==> src/rtl/seg7_pkg.sv <==
// Shared types and constants for the 4-digit 7-segment scanner and its
// binary-to-BCD loader.
package seg7_pkg;
  localparam int VALUE_W    = 14;
  localparam int NUM_DIGITS = 4;
  localparam int BCD_W      = 4 * NUM_DIGITS;
  localparam logic [3:0]         BLANK_CODE = 4'hF;
  localparam logic [VALUE_W-1:0] MAX_VALUE  = 14'd9999;

  typedef enum logic [1:0] {
    LD_IDLE  = 2'd0,
    LD_SHIFT = 2'd1,
    LD_LATCH = 2'd2
  } ld_state_e;

  function automatic logic [VALUE_W-1:0] clamp_value(input logic [VALUE_W-1:0] v);
    return (v > MAX_VALUE) ? MAX_VALUE : v;
  endfunction
endpackage

==> src/rtl/bin2bcd_seq.sv <==
// Sequential double-dabble converter: one bit per cycle, 14 shift cycles
// followed by a single LATCH cycle during which done is high.
module bin2bcd_seq
  import seg7_pkg::*;
(
  input  logic               clk,
  input  logic               rst_n,
  input  logic               start,
  input  logic [VALUE_W-1:0] value,
  output logic               busy,
  output logic               done,
  output logic [BCD_W-1:0]   bcd
);
  ld_state_e          state, state_nxt;
  logic [VALUE_W-1:0] bin_q;
  logic [BCD_W-1:0]   bcd_q, bcd_adj;
  logic [3:0]         cnt_q;

  always_comb begin
    state_nxt = state;
    case (state)
      LD_IDLE:  if (start) state_nxt = LD_SHIFT;
      LD_SHIFT: if (cnt_q == 4'd0) state_nxt = LD_LATCH;
      LD_LATCH: state_nxt = LD_IDLE;
      default:  state_nxt = LD_IDLE;
    endcase
  end

  // Add-3 correction on every nibble that would overflow past 9 after the shift
  always_comb begin
    bcd_adj = bcd_q;
    for (int i = 0; i < NUM_DIGITS; i++)
      if (bcd_q[i*4 +: 4] >= 4'd5) bcd_adj[i*4 +: 4] = bcd_q[i*4 +: 4] + 4'd3;
  end

  always_ff @(posedge clk or negedge rst_n) begin
    if (!rst_n) begin
      state <= LD_IDLE;
      bin_q <= '0;
      bcd_q <= '0;
      cnt_q <= '0;
    end else begin
      state <= state_nxt;
      case (state)
        LD_IDLE: if (start) begin
          bin_q <= value;
          bcd_q <= '0;
          cnt_q <= 4'd13;
        end
        LD_SHIFT: begin
          {bcd_q, bin_q} <= {bcd_adj[BCD_W-2:0], bin_q, 1'b0};
          cnt_q          <= cnt_q - 4'd1;
        end
        default: ;
      endcase
    end
  end

  assign busy = (state != LD_IDLE);
  assign done = (state == LD_LATCH);
  assign bcd  = bcd_q;
endmodule

==> src/rtl/seg7_scanner.sv <==
// Value loader and digit scanner for a 4-digit multiplexed 7-segment display.
// The scan free-runs; the display register only changes when a conversion latches.
module seg7_scanner
  import seg7_pkg::*;
#(
  parameter int REFRESH_DIV   = 1000,
  parameter int BLANK_LEADING = 1
) (
  input  logic               clk,
  input  logic               rst_n,
  input  logic               value_valid,
  input  logic [VALUE_W-1:0] value,
  output logic               value_ready,
  output logic               bcd_done,
  output logic [1:0]         digit_select,
  output logic [3:0]         an,
  output logic [3:0]         digit_bcd,
  output logic               blank
);
  localparam int PRESC_W = (REFRESH_DIV > 1) ? $clog2(REFRESH_DIV) : 1;
  localparam logic [PRESC_W-1:0] PRESC_LAST = PRESC_W'(REFRESH_DIV - 1);

  logic                            cvt_busy, cvt_done, start;
  logic [BCD_W-1:0]                cvt_bcd;
  logic [NUM_DIGITS-1:0][3:0]      display_q;
  logic [PRESC_W-1:0]              presc_q;
  logic [NUM_DIGITS-1:0]           lead_zero;

  assign value_ready = !cvt_busy;
  assign start       = value_valid && value_ready;

  bin2bcd_seq u_cvt (
    .clk   (clk),
    .rst_n (rst_n),
    .start (start),
    .value (clamp_value(value)),
    .busy  (cvt_busy),
    .done  (cvt_done),
    .bcd   (cvt_bcd)
  );

  always_ff @(posedge clk or negedge rst_n) begin
    if (!rst_n) begin
      display_q <= '0;
      bcd_done  <= 1'b0;
    end else begin
      bcd_done <= cvt_done;
      if (cvt_done) display_q <= cvt_bcd;
    end
  end

  always_ff @(posedge clk or negedge rst_n) begin
    if (!rst_n) begin
      presc_q      <= '0;
      digit_select <= 2'd0;
    end else if (presc_q == PRESC_LAST) begin
      presc_q      <= '0;
      digit_select <= digit_select + 2'd1;
    end else begin
      presc_q <= presc_q + PRESC_W'(1);
    end
  end

  // lead_zero[k]: digits k..MSB are all zero; digit 0 is never blanked
  always_comb begin
    lead_zero = '0;
    lead_zero[NUM_DIGITS-1] = (display_q[NUM_DIGITS-1] == 4'd0);
    for (int k = NUM_DIGITS - 2; k >= 1; k--)
      lead_zero[k] = lead_zero[k+1] && (display_q[k] == 4'd0);
  end

  assign blank     = (BLANK_LEADING != 0) && lead_zero[digit_select];
  assign an        = blank ? 4'b1111 : ~(4'b0001 << digit_select);
  assign digit_bcd = blank ? BLANK_CODE : display_q[digit_select];
endmodule

==> config.mk <==
export PLATFORM = sky130hd
export DESIGN_NAME = seg7_scanner
export DESIGN_NICKNAME = d
export VERILOG_FILES = /design/src/rtl/seg7_pkg.sv /design/src/rtl/bin2bcd_seq.sv /design/src/rtl/seg7_scanner.sv
export SDC_FILE = /design/constraint.sdc
export NUM_CORES = 1
export LEC_CHECK = 0
export ABC_CLOCK_PERIOD_IN_PS = 1400
export BUFFER_PORTS_ARGS = -buffer_cell sky130_fd_sc_hd__buf_2
export CAP_MARGIN = 20
export CORE_MARGIN = 2
export CORE_UTILIZATION = 53
export DETAILED_ROUTE_END_ITERATION = 6
export HOLD_SLACK_MARGIN = 0.08
export PLACE_DENSITY = 0.75
export SLEW_MARGIN = 0
export SYNTH_ARGS = -nofsm -noshare
export SYNTH_HDL_FRONTEND = slang
export SYNTH_SLANG_ARGS = --single-unit
==> constraint.sdc <==
create_clock -name clk -period 1.4 [get_ports clk]
set_input_delay 0.14 -clock clk [delete_from_list [all_inputs] [get_ports clk]]
set_output_delay 0.14 -clock clk [all_outputs]
set_load 0.02 [all_outputs]
==> metrics.yaml <==
status: "complete, but fails checks"
violations: "setup timing"
r2r_start: "u_cvt.bcd[1]$_DFFE_PN0P_"
path_cells: "nor4_4 > nand4b_1 > a21oi_4 > nand2b_4 > buf_6"
tightestPinTransition_ns: 0.587
ctsRootBufferMaster: "clkbuf_8"
area_growth_pct: 44.8
final_area_mm2: 0.00468
cellPowerDensity_mw_per_mm2: 2130
crit_end: "an[3]"
gp_routability_congestion: 0.786
overflow: 0
drt-vias-per-instance: 5.87
finalSetupViolCount: 19
clkTransAtPathRegs_ns: 0.07
synth-main-ff-cell: "dfrtp_1"
drive_gt1_share_pct: 46.0
startpoint: "display_q[8]$_DFFE_PN0P_"
synth_edf_count: 0
die_y_um: 82.1
hold_class: "primary input to flop"
start_util_pct: 54.6
maxSlewViolCount: 0
final_util_pct: 79.0
cp.arrival_ns: 1.82
drv_cap: 0
path_buf_inv: 1
dp_hpwl_mm: 5.02
rsz0062_at_grt: "yes"
dpl_cell_area_mm2: 0.00386
leakagePower_nw: 2.15
synthTopCellsByArea: "dfrtp_1 50%, ha_1 5.4%, o21ai_0 3.3%, mux2_2 3.1%, mux4_2 2.8%"
final_cells: 471
drt_first_pass_iters: 4
synth.most_common_cell: "dfrtp_1"
tritoncts: "built"
hold_viol: 0
placed_cells_incl_taps: 431
fin_nets: 422
num_vias: 2766
rows: 28
async_reset_ff_share_pct: 100
clock_latency_ns: 0.35
die_area_mm2: 0.00674
clk_path_buf_depth: 2
core_area_mm2: 0.00592
avgSynthCellArea_um2: 11.0
worstSetupPathType: "flop to output port"
yosysUniqueCellTypes: 45
fin_crit_ns: 1.96
slew_headroom_pct: 60.7
ant_nets: 0
end_kind: "output port"
cts_sinks: 65
ios: 30
cp-start-kind: "flop"
fin_crit_sh_pct: 140
grt_pass1_wl_mm: 12.4
timing.rr.end: "u_cvt.bcd[4]$_DFFE_PN0P_"
ys_seq_area_share_pct: 50.3
fin_ws_ns: -0.560
netlist_area_mm2: 0.00323
ff2ff_setup_slack_ns: -0.09
htreeDepth: 3
crit_family: "simple AND/OR/NAND/NOR gates"
port_buffers: 29
grt_pass1_vias: 2607
drc: 0
syn_nets: 326
drtIter0Drc: 280
yosys_warnings: 0
critical_path_depth: 5
syn_inst: 295
cts_made_buffers: 9
synth.top_cells.by_count: "65 x dfrtp_1, 21 x inv_1, 21 x o21ai_0"
grt_usage_pct: 24.8
cpMaxStageDelayCell: "dfrtp_1"
wl_per_cell_um: 19.6
diodes: 0
synth_top_area_share_pct: 50.3
synth_top_cell_by_area: "dfrtp_1"
antenna_found_initial: 0
ir_worst_vdd_uv: 1330
fin_skew_ns: 0.0105
max_stage_delay_ns: 0.41
whs_ns: 0.0952
wirelength_mm: 9.23
fmax_mhz: 510
cp_max_fo: 8
synth-seq-cells: 65
reg2reg_depth: 7
grt_start_max_net_pins: 40
die_w_um: 82.1
crit_required_ns: 1.26
layout by cell type, fill, tap and decap left out, drive strengths merged, types with 2 or more instances in the layout:
master	netlist	layout
nor3	7	7
or2	5	6
a221o	4	4
or4	2	2
inv	21	21
a222oi	2	2
and4	2	2
xnor2	6	6
nand3b	6	6
and3	3	3
o22ai	8	8
dfrtp	65	65
nor2	15	15
ha	14	14
a32o	4	4
o32ai	3	3
clkinvlp	0	2
a21o	5	5
o31ai	4	4
nor2b	5	5
nand2	13	13
nand2b	9	9
nand4	2	2
clkbuf	1	12
buf	13	85
a21oi	14	14
dlygate4sd3	0	13
o21ai	21	21
mux2	9	9
nor3b	2	2
nand3	5	5
bufinv	0	2
a31oi	2	2
xor2	7	7
a22o	4	4
mux4	4	4
o221a	3	3
report_power, final:
part	total [mW]	internal [mW]	switching (mW)
combinational	4.93	2.62	2.31
sequential	3.20	2.54	0.654
clock	1.83	1.10	0.727
total	9.96	6.26	3.69
sequential cells by signal, indices dropped and copies added (netlist names):
register and cells:
digit_select 2, u_cvt.bin_q 14, display_q 16, bcd_done 1
presc_q 10, u_cvt.bcd 16, u_cvt.state 2, u_cvt.cnt_q 4
logic make-up after synthesis:
logic type      after synthesis  synth area share, %
buf+inv                      35                 5.03
xor+xnor                     13                 3.52
compound gates               75                 15.8
mux                          13                 5.93
simple gates                 80                 13.9
fa+ha+maj                    14                 5.42
flops                        65                 50.3
area by class of cell:
cell class                      instances  area (um2)
Multi-Input combinational cell        196        1790
Sequential cell                        65        1630
Fill cell                             335        1240
Timing Repair Buffer                   98         856
Clock buffer                           12         155
Tap cell                               75        93.8
Inverter                               21        81.3
Clock inverter                          4        75.1
routing by layer:
metal / vias up / share of wire, % / global-route usage [%]
met5: - / 0 / 0
met4: 0 / 2.1 / 7.67
met3: 16 / 5.6 / 6.26
met2: 120 / 54 / 42.7
met1: 1372 / 38 / 30.7
li1: 1258 / - / -
timing repair:
action / CTS / global route
gates cloned: 1 / 0
pin swaps: 11 / 24
endpoints found under the setup margin: 28 / 38
resized for setup: 39 / 55
hold buffers: 13 / 0
setup buffers: 4 / 6
hold endpoints to repair: 77 / 0
how the worst min path moves through the flow:
stage / from / to / slack [ns] / cells after the start
floorplan: rst_n / bcd_done$_DFF_PN0_ / -0.16 / 0
global placement: rst_n / u_cvt.bin_q[1]$_DFFE_PN0P_ / 0.15 / 2
detailed placement: rst_n / u_cvt.cnt_q[2]$_DFFE_PN0P_ / 0.16 / 2
CTS: value[8] / u_cvt.bin_q[8]$_DFFE_PN0P_ / 0.09 / 2
global route: value[8] / u_cvt.bin_q[8]$_DFFE_PN0P_ / 0.10 / 2
finish: value[8] / u_cvt.bin_q[8]$_DFFE_PN0P_ / 0.1 / 2
per-stage QoR:
step	setup TNS, ns	setup WS (ns)	power, mW
floorplan	-0.946	-0.132	5.37
global placement	-1.76	-0.155	6.48
detailed placement	-3.36	-0.231	6.66
CTS	-4.43	-0.556	8.78
global route	-6.21	-0.649	10.4
finish	-4.82	-0.560	9.96
No activity file was read; power rests on OpenSTA's default activity.
